`config.mk`:
```
export PLATFORM = sky130hd
export DESIGN_NAME = sdram_ch_arbiter
export DESIGN_NICKNAME = d
export VERILOG_FILES = /design/src/rtl/sdram_ch_arbiter.sv
export SDC_FILE = /design/constraint.sdc
export NUM_CORES = 1
export LEC_CHECK = 0
export BUFFER_PORTS_ARGS = -buffer_cell sky130_fd_sc_hd__buf_2
export CORE_ASPECT_RATIO = 1.5
export CORE_MARGIN = 2
export CORE_UTILIZATION = 50
export DETAILED_ROUTE_END_ITERATION = 8
export HOLD_SLACK_MARGIN = 0.06
export PLACE_DENSITY = 0.8
export SETUP_SLACK_MARGIN = 0.1
export SLEW_MARGIN = 20
export SYNTH_ARGS = -nofsm -noshare
export SYNTH_HDL_FRONTEND = slang
export SYNTH_SLANG_ARGS = --single-unit
```
`constraint.sdc`:
```
create_clock -name clk_sys -period 2.2 [get_ports clk_sys]
set_input_delay 0.44 -clock clk_sys [delete_from_list [all_inputs] [get_ports clk_sys]]
set_output_delay 0.44 -clock clk_sys [all_outputs]
set_load 0.005 [all_outputs]
```
`src/rtl/sdram_ch_arbiter.sv`:
```
// Two-requester arbiter for one byte-wide SDRAM channel: sequences strobe/settle/busy/ack
// for each access and inserts periodic refresh pulses between accesses.
module sdram_ch_arbiter #(
  parameter int ADDR_W      = 25,
  parameter int REFRESH_INT = 1024,
  parameter int SETTLE      = 2,
  parameter int TIMEOUT     = 4095
) (
  input  logic              clk_sys,
  input  logic              reset_n,
  input  logic              a_req,
  input  logic              a_we,
  input  logic [ADDR_W-1:0] a_addr,
  input  logic [7:0]        a_wdata,
  output logic              a_ack,
  input  logic              b_req,
  input  logic              b_we,
  input  logic [ADDR_W-1:0] b_addr,
  input  logic [7:0]        b_wdata,
  output logic              b_ack,
  output logic [7:0]        rdata,
  output logic              err,
  output logic [ADDR_W-1:0] mem_addr,
  output logic              mem_wr,
  output logic              mem_rd,
  output logic [7:0]        mem_din,
  input  logic [7:0]        mem_dout,
  input  logic              mem_busy,
  output logic              mem_refresh
);

  localparam int RW = $clog2(REFRESH_INT);
  localparam int SW = $clog2(SETTLE + 1);
  localparam int TW = $clog2(TIMEOUT + 1);

  typedef enum logic [2:0] {
    S_IDLE, S_ISSUE, S_SETTLE_W, S_WAIT_BUSY, S_DONE, S_REFRESH
  } state_t;

  state_t          r_state;
  logic [RW-1:0]   r_ref_cnt;
  logic            r_ref_pend;
  logic            r_last_b;
  logic            r_gnt_b;
  logic [SW-1:0]   r_settle;
  logic [TW-1:0]   r_tmo;
  logic            w_wrap;
  logic            w_pick_b;
  logic            w_we;

  assign w_wrap   = (r_ref_cnt == RW'(REFRESH_INT - 1));
  // B wins when alone, or when both request and A was served last
  assign w_pick_b = b_req && (!a_req || !r_last_b);
  assign w_we     = w_pick_b ? b_we : a_we;

  always_ff @(posedge clk_sys or negedge reset_n) begin
    if (!reset_n) r_ref_cnt <= '0;
    else if (w_wrap) r_ref_cnt <= '0;
    else r_ref_cnt <= r_ref_cnt + 1'b1;
  end

  always_ff @(posedge clk_sys or negedge reset_n) begin
    if (!reset_n) begin
      r_state     <= S_IDLE;
      r_ref_pend  <= 1'b0;
      r_last_b    <= 1'b1;
      r_gnt_b     <= 1'b0;
      r_settle    <= '0;
      r_tmo       <= '0;
      a_ack       <= 1'b0;
      b_ack       <= 1'b0;
      rdata       <= '0;
      err         <= 1'b0;
      mem_addr    <= '0;
      mem_wr      <= 1'b0;
      mem_rd      <= 1'b0;
      mem_din     <= '0;
      mem_refresh <= 1'b0;
    end else begin
      a_ack       <= 1'b0;
      b_ack       <= 1'b0;
      mem_refresh <= 1'b0;
      if (w_wrap) r_ref_pend <= 1'b1;
      case (r_state)
        S_IDLE: begin
          if (r_ref_pend) begin
            mem_refresh <= 1'b1;
            r_state     <= S_REFRESH;
          end else if (a_req || b_req) begin
            r_gnt_b  <= w_pick_b;
            r_last_b <= w_pick_b;
            mem_addr <= w_pick_b ? b_addr : a_addr;
            mem_din  <= w_pick_b ? b_wdata : a_wdata;
            mem_wr   <= w_we;
            mem_rd   <= !w_we;
            r_state  <= S_ISSUE;
          end
        end
        S_ISSUE: begin
          r_settle <= '0;
          r_state  <= S_SETTLE_W;
        end
        S_SETTLE_W: begin
          if (r_settle == SW'(SETTLE - 1)) begin
            r_tmo   <= '0;
            r_state <= S_WAIT_BUSY;
          end else begin
            r_settle <= r_settle + 1'b1;
          end
        end
        S_WAIT_BUSY: begin
          if (!mem_busy) begin
            if (mem_rd) rdata <= mem_dout;
            a_ack   <= !r_gnt_b;
            b_ack   <= r_gnt_b;
            r_state <= S_DONE;
          end else if (r_tmo == TW'(TIMEOUT - 1)) begin
            err     <= 1'b1;
            a_ack   <= !r_gnt_b;
            b_ack   <= r_gnt_b;
            r_state <= S_DONE;
          end else begin
            r_tmo <= r_tmo + 1'b1;
          end
        end
        S_DONE: begin
          mem_wr  <= 1'b0;
          mem_rd  <= 1'b0;
          r_state <= S_IDLE;
        end
        S_REFRESH: begin
          // a wrap landing on this edge re-arms the request instead of being lost
          if (!w_wrap) r_ref_pend <= 1'b0;
          r_state <= S_IDLE;
        end
        default: r_state <= S_IDLE;
      endcase
    end
  end

endmodule
```
Yosys cells after proc, flatten, opt, wreduce, memory -nomap -nowiden:

Index checks and enable logic that the tools add are counted.

* register bits after elaboration: 77
* input bits: 81
* word-level logic and storage cells: 88

* add/sub/neg operators: 3
* equality and inequality tests: 16
* muxes and demuxes: 33
* bitwise gates (word level): 2
* reductions and logical operators: 18

Operators by type and width (number)
* $mux 12: 3
* $mux 25: 1
* $pmux 12 s2: 1
* $mux 1: 16
* $mux 3: 5
* $reduce_and 3->1: 5
* $add 12x1->12 const B: 1
* $eq 12x12->1 const B: 1
* $ne 2x2->1 const B: 6
* $pmux 3 s4: 1
* $add 10x1->10 const B: 1
* $eq 10x10->1 const B: 1
* $mux 10: 1
* $mux 8: 1
* $eq 3x2->1 const B: 2
* $eq 3x3->1 const B: 2
* $ne 3x3->1 const B: 2
* $reduce_bool 2->1: 3
* $logic_not 1->1: 4
* $pmux 1 s2: 2
* $pmux 2 s2: 1
* $reduce_and 4->1: 1
* $eq 3x1->1 const B: 1
* $logic_not 3->1: 1
* 7 further kinds: 9

Depth between registers and ports, before layout:

* depth after elaboration: 8
* gate-level depth with buffers: 7
* depth with buffers taken out: 6

Worst setup path before layout:

No wires, ideal clock.

* path kind: register -> register
* start point: register r_tmo[0]
* end point: register r_tmo[7]
* setup time: 0.137 ns
* arrival time: 1.487 ns
* required time: 2.063 ns
* path slack: 0.576 ns
* cell stages (with the launch flop): 8
* clock period less this slack: 1.624 ns
* path through: dfrtp_1 inv_1 ha_1 nand4_1 o311a_1 buf_2 a31oi_1 a31oi_1

* word-level cells in the longest chain between the ends: 4

RTL lines
* from (decl): line 46 `logic [TW-1:0] r_tmo;`
* from (signal assigned): line 123 `r_tmo <= r_tmo + 1'b1;`
* $add 12x1->12: line 123
* $mux 12: line 117 `end else if (r_tmo == TW'(TIMEOUT - 1)) begin`
* $mux 12: line 112 `if (!mem_busy) begin`
* $pmux 12 s2: line 84 `case (r_state)`

Several ways; a longest one is shown, not always the timed one. The select of a mux whose other input is x is not followed.
A chain may end at the register's enable or synchronous reset.

Worst setup path in the final report:

* start point: register r_state[0]
* end point: register r_tmo[7]

* word-level cells in the longest chain between the ends: 3

RTL lines
* from (decl): line 40 `state_t r_state;`
* from (signal assigned): line 64 `r_state <= S_IDLE;`
* from (signal assigned): line 88 `r_state <= S_REFRESH;`
* from (signal assigned): line 96 `r_state <= S_ISSUE;`
* $eq 3x2->1: line 84
* $ne 2x2->1 (no line) / $reduce_bool 2->1 (equally long branches)
* $reduce_and 4->1 (no line)

Several ways; a longest one is shown, not always the timed one.

==> impl_results.md <==
* Max-cap viol count at 0
* Sw power at 1.861 mW
* Post-synthesis cell area at 3669 µm²
* Die X-Extent at 73.94 µm
* First-pass iteration count of the detailed router at 4
* Core area at 7179 µm²
* Fmax achieved at 525.7 MHz
* Synth top area share at 51.84%
* Layout cells sized above 1 at 35.48%
* Power Density at 1134 nW/µm²
* Crit-path leading delay family: compound AO/OA/AOI/OAI gates
* CTS tree: done
* Ant diodes at 0
* Initial antenna violation count at 0
* GRT Util Overall at 20.82%
* Final worst-path cycle share at 86.46%
* Drt via density at 5.310
* FF-to-FF path depth at 4
* Yosys warnings at 0
* Critical Path RT at 2.46 ns
* Outcome: completed
* Count of final setup violators at 0
* Post-Synthesis Cells at 338
* Crit Path Max Fanout at 14
* Root Driver: clkbuf_8
* Area of the multi-input gates at 1629 µm²
* Power share of the clock group at 20.9%
* Largest family of logic cells by synthesized area: simple AND/OR/NAND/NOR gates
* Die Y at 108.9 µm
* CP Capture Type: flip-flop
* Yosys top cell by area: dfrtp_1
* DIE AREA at 8052 µm²
* Clk sinks at 77
* Register area share after synthesis at 52.56%
* Layout area overhead at 25.41%
* Synth area leaders: dfrtp_1, mux2i_1, a21oi_1
* Worst Path Buf+Inv at 0
* Starting density of the core at 51.10%
* Register share of total power at 43.5%
* Post-route DRC at 0
* Post-cts resize count at 0
* Reg2reg end: r_tmo[7]
* Dpl hpwl at 5936 µm
* Internal power at 3.355 mW
* Post-synth cell types at 48
* Worst Path Class, Setup: reg -> reg
* Slack of the worst reg-to-reg path at 0.30 ns
* Crit path cell chain: and3b_1, o311a_1, o21ai_0, a31oi_1
* I/O pin total at 128
* Pin count of the biggest net entering global routing at 78
* Synthesized area per cell at 10.85 µm²
* Slew headroom at 64.45%
* Vias in the first global route at 2,851
* Leak Pwr at 2.233 nW
* Clock transition at path regs at 0.07 ns
* Crit-path max cell delay at 0.68 ns
* Detailed-route via count at 3,000
* Storage element area at 1928 µm²
* Hold_buf cts at 0
* EDFF count, synth at 0
* Number of DRC markers in iteration 0 at 298
* Post-Route Setup TNS at 0 ns
* RSZ-0062 raised after global routing: false
* Final core occ at 64.08%
* Comb pwr share at 35.6%
* Slowest-stage cell, CP: dfrtp_1
* Post-synthesis async set-or-reset flop share at 100.0%
* Routed wire per std cell at 14.55 µm
* Fillers at 561
* Clock period minus worst slack at 1.902 ns
* Synthesized Nets at 423
* Critical Path Start: r_state[0]
* Synth Area in XOR/XNOR at 1.910%
* Most common cell in the netlist: dfrtp_1
* Sw Share at 35.68%
* Slew @ Worst Pin at 0.5332 ns
* Slew Viols, Final at 0
* Worst-Skew Late Latency at 0.35 ns
* Fin. Hold Viols at 0
* CTS buffer count at 9
* Most instantiated cells after synthesis: dfrtp_1, nor2_1, a21oi_1, mux2i_1, nand2_1
* Crit start category: flip-flop
* Hold Crit Class: in -> async
* Port buffer count at 127
* Post-synthesis adder-cell area fraction at 1.364%
* Simple-gate share of the synthesized area at 14.70%
* Max rail drop VDD at 650.0 µV
* Global-route wire length before repair at 12,900 µm
* Total grt overflow at 0
* Ys flop type: dfrtp_1
* Htree depth at 3
* FF+latch count, synth at 77
* Post-CTS Repair Setup Buffers at 0
* Final nets at 545
* Reg2Reg Launch Point: r_state[0]
* GPL Wtd Cong at 0.8522
* Clk buf depth at 2
* Area fraction in compound gates after synthesis at 13.47%
* Mux contribution to synthesized area at 12.65%
* CP arrival at 2.17 ns
* Max Clock Skew at 0.01047 ns
* Cell Rows at 38
* Drt total wl at 8220 µm
* Detail Route Antenna Nets at 0
* Hold slack final at 0.08696 ns
==> worst reg2reg max path, stage by stage (launching register included) <==
cell and delay [ns]:
dfrtp_1 0.68, and3b_1 0.31, o311a_1 0.48, o21ai_0 0.17, a31oi_1 0.19
==> kinds of logic (layout without fill, tap and decap cells) <==
| logic type | count (synthesis) | count (layout) |
|---|---|---|
| AO/OA/AOI/OAI | 82 | 82 |
| XOR/XNOR | 8 | 8 |
| adder cells (fa/ha/maj) | 4 | 4 |
| buffers and inverters | 25 | 152 |
| flip-flops | 77 | 77 |
| multiplexers | 45 | 45 |
| AND/OR/NAND/NOR | 97 | 97 |
==> registers in the layout, indices dropped and copies added (netlist names) <==
name / flops
mem_addr: 25
r_tmo: 12
r_ref_cnt: 10
mem_din: 8
rdata: 8
r_state: 3
r_settle: 2
a_ack: 1
b_ack: 1
err: 1
mem_rd: 1
mem_refresh: 1
mem_wr: 1
r_gnt_b: 1
r_last_b: 1
r_ref_pend: 1
==> metal layers <==
metal  GRT usage (%)  share of wire (%)  up-vias
li1                -                  -     1461
met1           26.58                 41     1394
met2           32.91                 52      122
met3           4.344                4.6       23
met4           10.91                2.6        0
met5               0                  0        -
==> area by class of cell <==
class	count	share of cell area, %
Clock buffer	10	2.992
Clock inverter	6	1.496
Sequential cell	77	41.91
Inverter	5	0.4079
Multi-Input combinational cell	236	35.41
Tap cell	100	2.720
Timing Repair Buffer	131	15.07
==> worst max-delay path by stage <==
stage               end  depth (start not counted)
2_1_floorplan  r_tmo[7]                          7
3_3_place_gp   r_tmo[7]                          4
3_5_place_dp   r_tmo[7]                          4
4_1_cts        r_tmo[7]                          4
5_1_grt        r_tmo[7]                          4
6_report       r_tmo[7]                          4
==> power groups by stage <==
stage | combinational [mW] | clock, mW | sequential [mW]
floorplan | 1.19 | 0 | 2.21
global placement | 1.80 | 0 | 2.27
detailed placement | 1.87 | 0 | 2.28
CTS | 1.88 | 1.12 | 2.26
global route | 2.10 | 1.19 | 2.33
finish | 1.85 | 1.09 | 2.27
==> stage by stage <==
stage	std cells	instance area [µm²]	setup WS (ns)	total power [mW]
6_report	565	4601	0.2978	5.217
5_1_grt	565	4601	0.1325	5.613
4_1_cts	565	4601	0.3016	5.259
3_5_place_dp	549	4394	0.3430	4.146
3_3_place_gp	549	4394	0.4183	4.069
2_1_floorplan	338	3669	0.5761	3.404
==> placed cells by master, fill, tap and decap left out, types with 2 or more instances in the layout <==
cell type / Yosys / layout
a21o_1: 2 / 2
a21oi_1: 38 / 38
a22o_1: 3 / 3
a31oi_1: 8 / 8
a41oi_1: 2 / 2
and2_1: 2 / 2
and3_1: 7 / 7
and4_1: 2 / 2
buf_12: 0 / 2
buf_2: 9 / 126
buf_4: 1 / 3
clkbuf_8: 0 / 10
dfrtp_1: 76 / 76
ha_1: 4 / 4
inv_1: 5 / 5
inv_6: 0 / 2
mux2_2: 11 / 11
mux2i_1: 34 / 34
nand2_1: 13 / 13
nand2b_1: 2 / 2
nand3_1: 10 / 10
nand4_1: 4 / 4
nor2_1: 40 / 40
nor2b_1: 3 / 3
nor3_1: 2 / 2
nor4_1: 3 / 3
nor4_4: 2 / 2
o21ai_0: 11 / 11
o21bai_1: 2 / 2
o31ai_1: 8 / 8
or3_1: 2 / 2
xnor2_1: 4 / 4
xor2_1: 4 / 4
Power figures use the tool's default switching activity.
